File: src/rtl/assert_tb_pkg.sv
// Shared definitions for the obligation tracker: FSM state encoding and
// default widths/limits used by the tracker and its per-property slots.
package assert_tb_pkg;

    // Run controller states; the encoding is visible on the state port.
    typedef enum logic [1:0] {
        ST_IDLE   = 2'd0,
        ST_RUN    = 2'd1,
        ST_FAILED = 2'd2,
        ST_DONE   = 2'd3
    } state_e;

    localparam int DEF_NUM_PROPS = 2;
    localparam int DEF_CNT_W     = 16;
    localparam int DEF_CYC_LIMIT = 12;

    // Larger of two integers, for sizing registers at elaboration time.
    function automatic int max_int(input int a, input int b);
        return (a > b) ? a : b;
    endfunction

endpackage

File: src/rtl/assert_obligation_tracker_slot.sv
// One single-step implication (a |=> c) tracker: holds the pending
// obligation, evaluates it one cycle later and keeps saturating pass/fail
// counts plus a registered failure strobe.
module obligation_slot
    import assert_tb_pkg::*;
#(
    parameter int CNT_W = DEF_CNT_W
) (
    input  logic             clk,
    input  logic             rst_n,
    input  logic             i_clear,       // wipe counts and pending bit
    input  logic             i_active,      // controller is in RUN
    input  logic             i_flush,       // last RUN cycle: drop new obligation
    input  logic             i_antecedent,
    input  logic             i_consequent,
    output logic [CNT_W-1:0] o_pass_cnt,
    output logic [CNT_W-1:0] o_fail_cnt,
    output logic             o_fail_pulse,
    output logic             o_eval_fail    // combinational: failing this cycle
);

    localparam logic [CNT_W-1:0] CNT_MAX = '1;

    logic             r_pending;
    logic [CNT_W-1:0] r_pass_cnt;
    logic [CNT_W-1:0] r_fail_cnt;
    logic             r_fail_pulse;

    logic             w_eval;
    logic             w_pass;
    logic             w_fail;

    // An obligation is only judged while the run is active; outside RUN the
    // pending bit is already clear, so inputs have no effect.
    assign w_eval = r_pending & i_active;
    assign w_pass = w_eval & i_consequent;
    assign w_fail = w_eval & ~i_consequent;

    // Pending/evaluate/count: the old obligation is judged in the same cycle
    // a new one is registered, so back-to-back antecedents are never lost.
    always_ff @(posedge clk or negedge rst_n) begin
        if (!rst_n) begin
            r_pending    <= 1'b0;
            r_pass_cnt   <= '0;
            r_fail_cnt   <= '0;
            r_fail_pulse <= 1'b0;
        end else if (i_clear) begin
            r_pending    <= 1'b0;
            r_pass_cnt   <= '0;
            r_fail_cnt   <= '0;
            r_fail_pulse <= 1'b0;
        end else begin
            r_pending    <= i_active & ~i_flush & i_antecedent;
            r_fail_pulse <= w_fail;
            if (w_pass && (r_pass_cnt != CNT_MAX)) begin
                r_pass_cnt <= r_pass_cnt + CNT_W'(1);
            end
            if (w_fail && (r_fail_cnt != CNT_MAX)) begin
                r_fail_cnt <= r_fail_cnt + CNT_W'(1);
            end
        end
    end

    assign o_pass_cnt   = r_pass_cnt;
    assign o_fail_cnt   = r_fail_cnt;
    assign o_fail_pulse = r_fail_pulse;
    assign o_eval_fail  = w_fail;

endmodule

File: src/rtl/assert_obligation_tracker.sv
// Run controller for NUM_PROPS single-step implication properties. A start
// pulse opens a run of CYC_LIMIT+1 cycles; each slot counts passes/fails,
// the first failure is latched, and the run ends in DONE or (optionally on
// the first failure) FAILED with a one-cycle stop_req.
module assert_obligation_tracker
    import assert_tb_pkg::*;
#(
    parameter  int NUM_PROPS    = DEF_NUM_PROPS,
    parameter  int CNT_W        = DEF_CNT_W,
    parameter  int CYC_LIMIT    = DEF_CYC_LIMIT,
    parameter  int STOP_ON_FAIL = 1,
    localparam int ID_W         = (NUM_PROPS > 1) ? $clog2(NUM_PROPS) : 1
) (
    input  logic                       clk,
    input  logic                       rst_n,
    input  logic                       start,
    input  logic [NUM_PROPS-1:0]       antecedent,
    input  logic [NUM_PROPS-1:0]       consequent,
    output logic [NUM_PROPS*CNT_W-1:0] pass_cnt,
    output logic [NUM_PROPS*CNT_W-1:0] fail_cnt,
    output logic [NUM_PROPS-1:0]       fail_pulse,
    output logic [ID_W-1:0]            first_fail_id,
    output logic [CNT_W-1:0]           first_fail_cyc,
    output logic [1:0]                 state,
    output logic                       done,
    output logic                       stop_req
);

    // The run-cycle counter must always be able to reach CYC_LIMIT, even
    // when CNT_W is narrow; the latched failure cycle saturates to CNT_W.
    localparam int               CYC_W    = max_int(CNT_W, $clog2(CYC_LIMIT + 1));
    localparam logic [CYC_W-1:0] CYC_LAST = CYC_W'(CYC_LIMIT);
    localparam logic [CYC_W-1:0] FFC_MAX  = CYC_W'({CNT_W{1'b1}});
    localparam bit               STOP_EN  = (STOP_ON_FAIL != 0);

    state_e           r_state;
    logic [CYC_W-1:0] r_cyc;
    logic             r_restart;     // auto-enter RUN after a clearing IDLE cycle
    logic             r_fail_seen;
    logic [ID_W-1:0]  r_ff_id;
    logic [CNT_W-1:0] r_ff_cyc;
    logic             r_done;
    logic             r_stop_req;

    logic [NUM_PROPS-1:0] w_eval_fail;
    logic                 w_active;
    logic                 w_any_fail;
    logic                 w_fail_stop;
    logic                 w_at_limit;
    logic                 w_leave_run;
    logic                 w_clear;
    logic [ID_W-1:0]      w_ff_id;
    logic [CNT_W-1:0]     w_ff_cyc;

    assign w_active    = (r_state == ST_RUN);
    assign w_any_fail  = |w_eval_fail;
    assign w_fail_stop = STOP_EN & w_any_fail;
    assign w_at_limit  = w_active & (r_cyc == CYC_LAST);
    assign w_leave_run = w_active & (w_fail_stop | w_at_limit);
    assign w_clear     = start & ((r_state == ST_DONE) | (r_state == ST_FAILED));

    // Lowest failing property index wins when several fail together.
    always_comb begin
        w_ff_id = '0;
        for (int i = NUM_PROPS - 1; i >= 0; i--) begin
            if (w_eval_fail[i]) begin
                w_ff_id = ID_W'(i);
            end
        end
    end

    // Failure cycle as reported, clipped to the CNT_W output range.
    always_comb begin
        w_ff_cyc = r_cyc[CNT_W-1:0];
        if (r_cyc > FFC_MAX) begin
            w_ff_cyc = '1;
        end
    end

    // Run controller: state, cycle counter, first-failure latch and the
    // registered done/stop_req outputs.
    always_ff @(posedge clk or negedge rst_n) begin
        if (!rst_n) begin
            r_state     <= ST_IDLE;
            r_cyc       <= '0;
            r_restart   <= 1'b0;
            r_fail_seen <= 1'b0;
            r_ff_id     <= '0;
            r_ff_cyc    <= '0;
            r_done      <= 1'b0;
            r_stop_req  <= 1'b0;
        end else begin
            r_stop_req <= 1'b0;
            case (r_state)
                ST_IDLE: begin
                    if (start || r_restart) begin
                        r_state   <= ST_RUN;
                        r_cyc     <= '0;
                        r_restart <= 1'b0;
                        r_done    <= 1'b0;
                    end
                end
                ST_RUN: begin
                    if (w_any_fail && !r_fail_seen) begin
                        r_fail_seen <= 1'b1;
                        r_ff_id     <= w_ff_id;
                        r_ff_cyc    <= w_ff_cyc;
                    end
                    if (w_fail_stop) begin
                        r_state    <= ST_FAILED;
                        r_done     <= 1'b1;
                        r_stop_req <= 1'b1;
                    end else if (w_at_limit) begin
                        r_state    <= ST_DONE;
                        r_done     <= 1'b1;
                        r_stop_req <= 1'b1;
                    end else begin
                        r_cyc <= r_cyc + CYC_W'(1);
                    end
                end
                ST_FAILED, ST_DONE: begin
                    if (start) begin
                        r_state     <= ST_IDLE;
                        r_restart   <= 1'b1;
                        r_done      <= 1'b0;
                        r_cyc       <= '0;
                        r_fail_seen <= 1'b0;
                        r_ff_id     <= '0;
                        r_ff_cyc    <= '0;
                    end
                end
                default: begin
                    r_state <= ST_IDLE;
                end
            endcase
        end
    end

    // One obligation slot per property, counters packed by property index.
    for (genvar g = 0; g < NUM_PROPS; g++) begin : g_slot
        obligation_slot #(
            .CNT_W (CNT_W)
        ) u_slot (
            .clk          (clk),
            .rst_n        (rst_n),
            .i_clear      (w_clear),
            .i_active     (w_active),
            .i_flush      (w_leave_run),
            .i_antecedent (antecedent[g]),
            .i_consequent (consequent[g]),
            .o_pass_cnt   (pass_cnt[g*CNT_W +: CNT_W]),
            .o_fail_cnt   (fail_cnt[g*CNT_W +: CNT_W]),
            .o_fail_pulse (fail_pulse[g]),
            .o_eval_fail  (w_eval_fail[g])
        );
    end

    assign state          = r_state;
    assign done           = r_done;
    assign stop_req       = r_stop_req;
    assign first_fail_id  = r_ff_id;
    assign first_fail_cyc = r_ff_cyc;

endmodule

File: config.mk
export PLATFORM = sky130hd
export DESIGN_NAME = assert_obligation_tracker
export DESIGN_NICKNAME = d
export VERILOG_FILES = /design/src/rtl/assert_tb_pkg.sv /design/src/rtl/assert_obligation_tracker_slot.sv /design/src/rtl/assert_obligation_tracker.sv
export SDC_FILE = /design/constraint.sdc
export NUM_CORES = 1
export LEC_CHECK = 0
export BUFFER_PORTS_ARGS = -buffer_cell sky130_fd_sc_hd__buf_2
export CAP_MARGIN = 20
export CORE_UTILIZATION = 53
export CTS_BUF_LIST = sky130_fd_sc_hd__clkbuf_4 sky130_fd_sc_hd__clkbuf_8
export CTS_CLUSTER_SIZE = 28
export DETAILED_ROUTE_END_ITERATION = 8
export GPL_TIMING_DRIVEN = 1
export PLACE_DENSITY = 0.87
export SYNTH_ARGS = -nofsm -noshare
export SYNTH_HDL_FRONTEND = slang
export SYNTH_SLANG_ARGS = --single-unit
export TNS_END_PERCENT = 5
File: constraint.sdc
create_clock -name clk -period 2.7 [get_ports clk]
set_clock_uncertainty 0.05 [all_clocks]
set_input_delay 0.27 -clock clk [delete_from_list [all_inputs] [get_ports clk]]
set_output_delay 0.27 -clock clk [all_outputs]
set_load 0.005 [all_outputs]
==> flow_metrics.env, run 1 <==
export IMPL_grt_pass1_wl_mm=20.2
export IMPL_rows=36
export IMPL_r2r_start="done$_DFFE_PN0P_"
export IMPL_finalCriticalPeriod_ps=2290
export IMPL_die_area_sq_um=10500
export IMPL_cts_buffer_depth=2
export IMPL_clkTransAtPathRegs_ps=90
export IMPL_synthCells=571
export IMPL_p_total_mw=3.99
export IMPL_worstPathRequired_ps=2950
export IMPL_yosys_area_top_type="dfrtp_1"
export IMPL_dpl_hpwl_mm=8.70
export IMPL_numCtsBuffers=9
export IMPL_cts_htree_levels=3
export IMPL_path_delay_family="simple AND/OR/NAND/NOR gates"
export IMPL_leakagePower_nw=2.86
export IMPL_first_iter_violations=230
export IMPL_power_density_nw_per_um2=650
export IMPL_ctsHoldBuffers=1
export IMPL_fin_crit_sh_pct=85.0
export IMPL_drt_wirelength_per_cell_um=15.6
export IMPL_routabilityCongestion=0.883
export IMPL_ys_top_cells_by_count="dfrtp_1 (106), nand2_1 (74), nor2_1 (67), xnor2_1 (37), o21ai_0 (25)"
export IMPL_drtAntennaViolNets=0
export IMPL_post_place_ws_ps=470
export IMPL_drtPass1Iterations=5
export IMPL_cts_resized=0
export IMPL_insertion_delay_ps=380
export IMPL_p_sw_share_pct=33.7
export IMPL_grt_pass1_vias=4262
export IMPL_worst_pin_slew_ps=909
export IMPL_synth_avg_cell_area_sq_um=9.33
export IMPL_netlist_top_cells_area="dfrtp_1 (50%), xnor2_1 (6.1%), nand2_1 (5.2%), nor2_1 (4.7%), o21ai_0 (2.3%)"
export IMPL_gr_usage_all_layers_pct=24.9
export IMPL_setup_worst_path_end="r_cyc[15]$_DFFE_PN0P_"
export IMPL_seq_area_sq_um=2650
export IMPL_syn_num_nets=584
export IMPL_area_growth_syn_to_layout_pct=15.3
export IMPL_hold_viol=0
export IMPL_vias=4569
export IMPL_synth_top_area_share_pct=49.8
export IMPL_clockRootBuffer="clkbuf_8"
export IMPL_multi_input_area_sq_um=2490
export IMPL_ys_warn_count=0
export IMPL_power_switching_mw=1.34
export IMPL_ys_types=53
export IMPL_setup_violations_final=0
export IMPL_netlist_area_sq_um=5330
export IMPL_tns_ps=0
export IMPL_slowest_delay_ps=680
export IMPL_yosysSeqAreaShare_pct=49.8
export IMPL_r2r_end="r_cyc[15]$_DFFE_PN0P_"
export IMPL_timing_final_ws_setup_ps=406
export IMPL_async_flop_share_pct=100
export IMPL_ff2ff_setup_slack_ps=410
export IMPL_critPathArrivalTime_ps=2550
export IMPL_seqPwrFrac_pct=48.3
export IMPL_slew_violations=0
export IMPL_hold_class="in -> reg"
export IMPL_max_clock_freq_mhz=436
export IMPL_io_pins=94
export IMPL_path_cells="nor2b_4 > o21a_1 > or3_1 > or4_1 > a21oi_1"
export IMPL_p_int_mw=2.65
export IMPL_die_w_um=102
export IMPL_cts_tree="built"
export IMPL_portBuffers=93
export IMPL_startpoint_type="register"
export IMPL_crit_buf_inv=0
export IMPL_yosysMostFrequentCell="dfrtp_1"
export IMPL_crit_start="done$_DFFE_PN0P_"
export IMPL_drc_errors=0
export IMPL_slew_headroom_pct=39.2
export IMPL_crit_path_max_fanout=18
export IMPL_comb_power_share_pct=24.9
export IMPL_synthFlopType="dfrtp_1"
export IMPL_ys_ff_latch=106
export IMPL_wirelength_mm=12.3
export IMPL_fillCellCount=835
export IMPL_finalNetCount=667
export IMPL_cts_setup_buffers=0
export IMPL_maxCapViolCount=0
export IMPL_grt_max_degree=50
export IMPL_rsz0062_at_grt="no"
export IMPL_path_depth=5
export IMPL_cts_sinks=106
export IMPL_start_util_pct=54.5
export IMPL_viasPerCell=5.78
export IMPL_antenna_found_initial=0
export IMPL_synth_edff_count=0
export IMPL_core_sq_um=9770
export IMPL_critPathSlowestCell="dfrtp_1"
export IMPL_ir_drop_v=0.000330
export IMPL_status="completed"
export IMPL_critPathKind="reg -> reg"
export IMPL_die_h_um=102
export IMPL_final_layout_size_suffix_gt1_share_pct=19.9
export IMPL_grt_remaining_overflow=0
export IMPL_reg2regPathDepth=5
export IMPL_p_clk_share_pct=26.8
export IMPL_antenna_diode_count=0
export IMPL_end_kind="register"
-- power groups by stage --
stage / registers (mW) / clock network [mW] / logic (mW)
finish: 1.93 / 1.07 / 0.994
global route: 1.95 / 1.15 / 1.12
CTS: 1.92 / 1.09 / 1.00
detailed placement: 1.95 / 0 / 0.997
global placement: 1.94 / 0 / 0.960
floorplan: 1.91 / 0 / 0.683
-- cells by family after synthesis --
logic type                 Yosys count  synth area share, %
buffers and inverters               44                 3.48
DFF                                106                 49.8
and+or+nand+nor                    277                 26.3
muxes                                8                 1.53
AOI/OAI and AO/OA                   87                 10.4
adders and majority gates            6                 1.41
xor gates and xnor gates            43                 7.07
-- state kept, by name (all words and copies together) (netlist names) --
| signal | cells |
|---|---|
| g_slot.u_slot.o_pass_cnt | 32 |
| g_slot.u_slot.o_fail_pulse | 2 |
| g_slot.u_slot.r_pending | 2 |
| done | 1 |
| state | 1 |
| r_cyc | 16 |
| first_fail_cyc | 16 |
| r_fail_seen | 1 |
| g_slot.u_slot.o_fail_cnt | 32 |
| stop_req | 1 |
| r_restart | 1 |
| first_fail_id | 1 |
-- worst min-delay path by stage --
| stage | startpoint | endpoint | slack (ps) | depth (start not counted) |
|---|---|---|---|---|
| 2_1_floorplan | rst_n | done$_DFFE_PN0P_ | -80 | 0 |
| 3_3_place_gp | rst_n | g_slot[0].u_slot.o_pass_cnt[12]$_DFFE_PN0P_ | 150 | 1 |
| 3_5_place_dp | rst_n | g_slot[0].u_slot.o_pass_cnt[12]$_DFFE_PN0P_ | 150 | 1 |
| 4_1_cts | antecedent[1] | g_slot[1].u_slot.r_pending$_DFF_PN0_ | 60 | 2 |
| 5_1_grt | antecedent[1] | g_slot[1].u_slot.r_pending$_DFF_PN0_ | 60 | 2 |
| 6_report | antecedent[1] | g_slot[1].u_slot.r_pending$_DFF_PN0_ | 80 | 2 |
-- stage by stage --
step	hold WS (ps)	cells	area, sq um	utilization [%]
finish	75.3	791	6140	62.8
global placement	147	775	5920	60.6
detailed placement	152	775	5920	60.6
CTS	62.5	791	6140	62.8
floorplan	-75.6	571	5330	-
global route	56.6	791	6140	62.8
-- cell type report --
type	count	share of cell area, %
well taps	133	2.71
flip-flops and latches	106	43.2
clock buffers	12	2.38
multi-input cells	421	40.6
clock inverters	3	1.06
inverters	14	0.856
repair buffers	102	9.17
-- metal layers --
| layer | track usage (%) | wire length (um) |
|---|---|---|
| met1 | 32.9 | 5390 |
| met5 | 0 | 0 |
| met2 | 40.0 | 6050 |
| met3 | 5.27 | 717 |
| met4 | 10.1 | 146 |
-- cell usage in the layout (no fill, tap or decap), types with 5 or more instances in the layout --
| master | netlist | routed |
|---|---|---|
| mux2i_1 | 7 | 7 |
| clkbuf_8 | 0 | 9 |
| nor2_1 | 67 | 67 |
| buf_4 | 3 | 7 |
| xor2_1 | 6 | 6 |
| or2_2 | 5 | 5 |
| nand2_1 | 74 | 74 |
| nand4_1 | 18 | 18 |
| buf_2 | 1 | 92 |
| nor2b_1 | 5 | 5 |
| and3_1 | 11 | 11 |
| or3_1 | 5 | 5 |
| xnor2_1 | 37 | 37 |
| nor3_1 | 21 | 21 |
| nor4_1 | 18 | 18 |
| ha_1 | 6 | 6 |
| a21oi_1 | 18 | 18 |
| inv_1 | 14 | 14 |
| and4_1 | 5 | 5 |
| a211oi_1 | 8 | 8 |
| nand3_1 | 22 | 22 |
| o21ai_0 | 25 | 25 |
| dfrtp_1 | 106 | 106 |
| o31ai_1 | 8 | 8 |
No activity file was read; power rests on OpenSTA's default activity.
==> inputs of run 2 (changes only) <==
- ABC_AREA: unset -> 1
- PLACE_DENSITY: 0.87 -> 0.86
- clock period: 2.7 -> 2.38 ns (I/O delays scaled with it)
==> flow_metrics.env, run 2 <==
export IMPL_status="completed"
export IMPL_ff2ff_setup_slack_ps=360
export IMPL_cts_sinks=106
export IMPL_slew_violations=0
export IMPL_drtAntennaViolNets=0
export IMPL_vias=5866
export IMPL_clockRootBuffer="clkbuf_8"
export IMPL_yosysSeqAreaShare_pct=42.4
export IMPL_grt_pass1_wl_mm=25.2
export IMPL_synthCells=862
export IMPL_drt_wirelength_per_cell_um=13.3
export IMPL_maxCapViolCount=0
export IMPL_worst_pin_slew_ps=730
export IMPL_ys_top_cells_by_count="nand2_1 (320), nor2_1 (120), dfrtp_1 (106), nand3_1 (63), inv_1 (52)"
export IMPL_die_w_um=111
export IMPL_yosys_area_top_type="dfrtp_1"
export IMPL_area_growth_syn_to_layout_pct=12.3
export IMPL_fin_cells=1102
export IMPL_ys_ff_latch=106
export IMPL_comb_power_share_pct=30.6
export IMPL_startpoint_type="register"
export IMPL_seqPwrFrac_pct=46.4
export IMPL_grt_max_degree=36
export IMPL_end_kind="register"
export IMPL_async_flop_share_pct=100
export IMPL_final_layout_size_suffix_gt1_share_pct=15.7
export IMPL_p_sw_share_pct=40.1
export IMPL_slew_headroom_pct=50.8
export IMPL_power_switching_mw=1.91
export IMPL_ir_drop_v=0.000371
export IMPL_crit_path_max_fanout=14
export IMPL_insertion_delay_ps=390
export IMPL_timing_final_ws_setup_ps=363
export IMPL_routabilityCongestion=0.872
export IMPL_synth_avg_cell_area_sq_um=7.25
export IMPL_rows=39
export IMPL_ys_types=37
export IMPL_dpl_hpwl_mm=10.8
export IMPL_fin_crit_sh_pct=84.7
export IMPL_p_clk_share_pct=23.0
export IMPL_grt_remaining_overflow=0
export IMPL_setup_violations_final=0
export IMPL_final_common_cell="nand2_1"
export IMPL_synthFlopType="dfrtp_1"
export IMPL_die_area_sq_um=12200
export IMPL_core_sq_um=11500
export IMPL_cts_resized=0
export IMPL_gr_usage_all_layers_pct=25.1
export IMPL_drtPass1Iterations=5
export IMPL_netlist_area_sq_um=6250
export IMPL_numCtsBuffers=9
export IMPL_whs_ps=20.4
export IMPL_portBuffers=93
export IMPL_p_int_mw=2.86
export IMPL_max_clock_freq_mhz=496
export IMPL_p_total_mw=4.77
export IMPL_power_density_nw_per_um2=679
export IMPL_ys_warn_count=0
export IMPL_start_util_pct=54.5
export IMPL_cts_buffer_depth=2
export IMPL_final_cell_mix="nand2_1 (319), nor2_1 (120), dfrtp_1 (106)"
export IMPL_hold_class="in -> reg"
export IMPL_synth_top_area_share_pct=42.4
export IMPL_yosysMostFrequentCell="nand2_1"
export IMPL_leakagePower_nw=3.54
export IMPL_tns_ps=0
export IMPL_critPathArrivalTime_ps=2210
export IMPL_hold_viol=0
export IMPL_cts_tree="built"
export IMPL_antenna_found_initial=1
export IMPL_finalCriticalPeriod_ps=2020
export IMPL_clkTransAtPathRegs_ps=100
export IMPL_netlist_top_cells_area="dfrtp_1 (42%), nand2_1 (19%), nor2_1 (7.2%), nand3_1 (5.0%), nand4_1 (4.7%)"
export IMPL_die_h_um=111
export IMPL_synth_edff_count=0
export IMPL_drc_errors=0
export IMPL_io_pins=94
export IMPL_worstPathRequired_ps=2570
export IMPL_post_place_ws_ps=404
export IMPL_rsz0062_at_grt="no"
export IMPL_placedCellCount=1082
export IMPL_syn_num_nets=875
export IMPL_first_iter_violations=440
export IMPL_cts_htree_levels=3
export IMPL_grt_pass1_vias=5372
export IMPL_wirelength_mm=14.7
export IMPL_viasPerCell=5.32
export IMPL_finalNetCount=966
export IMPL_critPathKind="reg -> reg"
==> run 2: cell types whose count changed in the layout (fill, tap and decap cells not counted), sizes merged, moves of 16 or more <==
| cell | previous run | this run |
|---|---|---|
| nand4 | 18 | 47 |
| nand2 | 74 | 326 |
| nor2 | 67 | 131 |
| nand3 | 22 | 65 |
| xnor2 | 37 | 4 |
| o21bai | 0 | 17 |
| nor3 | 21 | 5 |
| nor4 | 20 | 0 |
| inv | 14 | 60 |
==> run 2: repair_timing <==
action                                 4_1_cts  5_1_grt
hold buffers                                 2        1
endpoints found under the hold margin       33        1
buffers inserted                             0        0
==> run 2: critical path, cell delays in order (launching register included) <==
cell	delay [ps]
dfrtp_1	450
inv_2	110
nand2_2	60
inv_2	220
nand3_2	190
o21ai_0	640
a21oi_1	150
==> run 2: cell families (layout without fill, tap and decap cells) <==
group	after synthesis	in the layout	share of synthesized area, %
and+or+nand+nor	575	575	40.1
DFF	106	106	42.4
buffers and inverters	83	179	6.33
AOI/OAI and AO/OA	68	68	6.55
xor gates and xnor gates	24	24	3.36
adders and majority gates	6	6	1.20
other	0	1	0
==> run 2: area by class of cell <==
type	instances	area, sq um
repair buffers	104	571
clock buffers	11	151
diodes	1	2.50
multi-input cells	673	3210
inverters	59	224
well taps	143	179
flip-flops and latches	106	2650
fillers	1041	4450
clock inverters	5	36.3
==> run 2: metal layers <==
layer	routed length, um	track usage, %	part of all wire (%)
met5	0	0	0
met4	136	4.98	0.93
met3	830	6.53	5.7
met2	7060	41.5	48
met1	6660	33.4	45
==> run 2: worst paths after layout <==
| check | from | endpoint | cells after the start |
|---|---|---|---|
| min in group asynchronous | rst_n | g_slot[0].u_slot.o_fail_cnt[5]$_DFFE_PN0P_ | 2 |
| worst max-delay path | done$_DFFE_PN0P_ | g_slot[0].u_slot.o_fail_cnt[0]$_DFFE_PN0P_ | 6 |
| worst min-delay path | consequent[0] | g_slot[0].u_slot.o_fail_pulse$_DFF_PN0_ | 2 |
| worst min register to register | first_fail_cyc[10]$_DFFE_PN0P_ | first_fail_cyc[10]$_DFFE_PN0P_ | 2 |
| worst max register to register | done$_DFFE_PN0P_ | g_slot[0].u_slot.o_fail_cnt[0]$_DFFE_PN0P_ | 6 |
| max in group asynchronous | rst_n | r_cyc[0]$_DFFE_PN0P_ | 3 |
==> run 2: power by group through the flow <==
stage	registers [mW]	clock network (mW)	logic, mW
6_report	2.22	1.10	1.46
5_1_grt	2.25	1.19	1.64
4_1_cts	2.21	1.12	1.46
3_3_place_gp	2.24	0	1.43
2_1_floorplan	2.19	0	1.14
3_5_place_dp	2.25	0	1.45
==> run 2: per-stage QoR <==
step | util (%) | instance area (sq um)
after CTS | 61.1 | 7010
after detailed placement | 59.3 | 6800
after global routing | 61.2 | 7020
after global placement | 59.3 | 6800
final | 61.2 | 7020
after floorplan | - | 6250
==> inputs of run 3 (changes only) <==
- clock period: 2.38 -> 1.9 ns (I/O delays scaled with it)
==> flow_metrics.env, run 3 (synthesized netlist as in run 2, its figures left out) <==
export IMPL_vias=6002
export IMPL_routabilityCongestion=0.878
export IMPL_ir_drop_v=0.000526
export IMPL_setup_violations_final=0
export IMPL_cts_tree="built"
export IMPL_dpl_hpwl_mm=11.1
export IMPL_finalNetCount=975
export IMPL_power_density_nw_per_um2=914
export IMPL_maxCapViolCount=0
export IMPL_crit_path_max_fanout=13
export IMPL_numCtsBuffers=9
export IMPL_core_sq_um=11500
export IMPL_viasPerCell=5.41
export IMPL_slew_violations=0
export IMPL_status="completed"
export IMPL_wirelength_mm=15.4
export IMPL_slowest_delay_ps=480
export IMPL_post_place_ws_ps=45.1
export IMPL_slew_headroom_pct=67.4
export IMPL_fin_crit_sh_pct=94.4
export IMPL_multi_input_area_sq_um=3240
export IMPL_antenna_found_initial=0
export IMPL_insertion_delay_ps=390
export IMPL_cts_buffer_depth=2
export IMPL_drc_errors=0
export IMPL_cts_setup_buffers=0
export IMPL_critPathSlowestCell="dfrtp_1"
export IMPL_antenna_diode_count=0
export IMPL_worst_pin_slew_ps=486
export IMPL_finalCriticalPeriod_ps=1790
export IMPL_fin_cells=1110
export IMPL_grt_pass1_wl_mm=25.8
export IMPL_critPathKind="reg -> reg"
export IMPL_die_h_um=111
export IMPL_clkTransAtPathRegs_ps=100
export IMPL_clockRootBuffer="clkbuf_8"
export IMPL_timing_final_ws_setup_ps=106
export IMPL_cts_sinks=106
export IMPL_cts_htree_levels=3
export IMPL_drtPass1Iterations=5
export IMPL_hold_class="in -> reg"
export IMPL_grt_max_degree=50
export IMPL_drtAntennaViolNets=0
export IMPL_grt_pass1_vias=5440
export IMPL_gr_usage_all_layers_pct=25.9
export IMPL_worstPathRequired_ps=2170
export IMPL_area_growth_syn_to_layout_pct=15.3
export IMPL_drt_wirelength_per_cell_um=13.8
export IMPL_path_cells="inv_1 > ha_1 > nand3_1 > nor2_1 > nand3_2 > nand3_4 > nand2_1 > o21ai_1"
export IMPL_first_iter_violations=463
export IMPL_leakagePower_nw=3.62
export IMPL_critPathArrivalTime_ps=2060
export IMPL_final_common_cell="nand2_1"
export IMPL_rows=39
export IMPL_final_layout_size_suffix_gt1_share_pct=16.9
export IMPL_fillCellCount=1008
export IMPL_startpoint_type="register"
export IMPL_end_kind="register"
export IMPL_start_util_pct=54.5
export IMPL_portBuffers=93
export IMPL_die_w_um=111
export IMPL_io_pins=94
export IMPL_seq_area_sq_um=2650
export IMPL_die_area_sq_um=12200
export IMPL_hold_viol=0
export IMPL_max_clock_freq_mhz=557
export IMPL_grt_remaining_overflow=0
export IMPL_placedCellCount=1088
export IMPL_final_cell_mix="nand2_1 (317), nor2_1 (120), dfrtp_1 (105)"
==> run 3: final timing paths <==
check,end,slack (ps),from,depth (start not counted)
max,r_cyc[5]$_DFFE_PN0P_,110,r_cyc[0]$_DFFE_PN0P_,8
min,done$_DFFE_PN0P_,40,start,2
max reg2reg,r_cyc[5]$_DFFE_PN0P_,110,r_cyc[0]$_DFFE_PN0P_,8
min reg2reg,first_fail_id$_DFFE_PN0P_,430,first_fail_id$_DFFE_PN0P_,2
max in group asynchronous,done$_DFFE_PN0P_,910,rst_n,3
min in group asynchronous,g_slot[0].u_slot.o_fail_cnt[14]$_DFFE_PN0P_,240,rst_n,2
==> run 3: final cells by class <==
type                    instances  area share, %
repair buffers                112           8.82
inverters                      59           3.16
clock inverters                 7           1.96
clock buffers                   9           1.72
multi-input cells             674           45.0
flip-flops and latches        106           36.8
well taps                     143           2.48
==> run 3: critical path: cells and delay by family (launching register included) <==
family / cells / cell delay, ps
AND/OR/NAND/NOR: 5 / 810
flip-flops: 1 / 480
adder cells (fa/ha/maj): 1 / 160
buffers and inverters: 1 / 150
AO/OA/AOI/OAI: 1 / 80
==> run 3: metrics by stage <==
step	cell area (sq um)	hold slack (ps)	utilization [%]	total power, mW	TNS [ps]
2_1_floorplan	6250	-156	-	4.18	0
3_3_place_gp	6850	132	59.7	4.66	0
3_5_place_dp	6850	130	59.7	4.71	0
4_1_cts	7160	24.0	62.5	6.53	0
5_1_grt	7200	44.9	62.8	6.95	-9.10
6_report	7200	44.6	62.8	6.58	0
==> run 3: power breakdown <==
group,internal (mW),switching (mW),total (mW)
clock network,1.01,0.794,1.80
registers,2.49,0.295,2.78
logic,0.613,1.39,2.00
==> run 3: routing by layer <==
| metal | GRT usage, % | share of wire, % | vias up |
|---|---|---|---|
| li1 | - | - | 2975 |
| met1 | 35.1 | 45 | 2798 |
| met2 | 41.3 | 48 | 199 |
| met3 | 3.84 | 5.2 | 30 |
| met4 | 10.9 | 2.3 | 0 |
| met5 | 0 | 0 | - |
==> run 3: timing repair <==
| item | in CTS | in global routing |
|---|---|---|
| pin swaps | 0 | 1 |
| setup endpoints to repair | 5 | 58 |
| hold buffers | 5 | 0 |
| cloned | 0 | 1 |
| resized for setup | 1 | 10 |
| endpoints found under the hold margin | 37 | 0 |
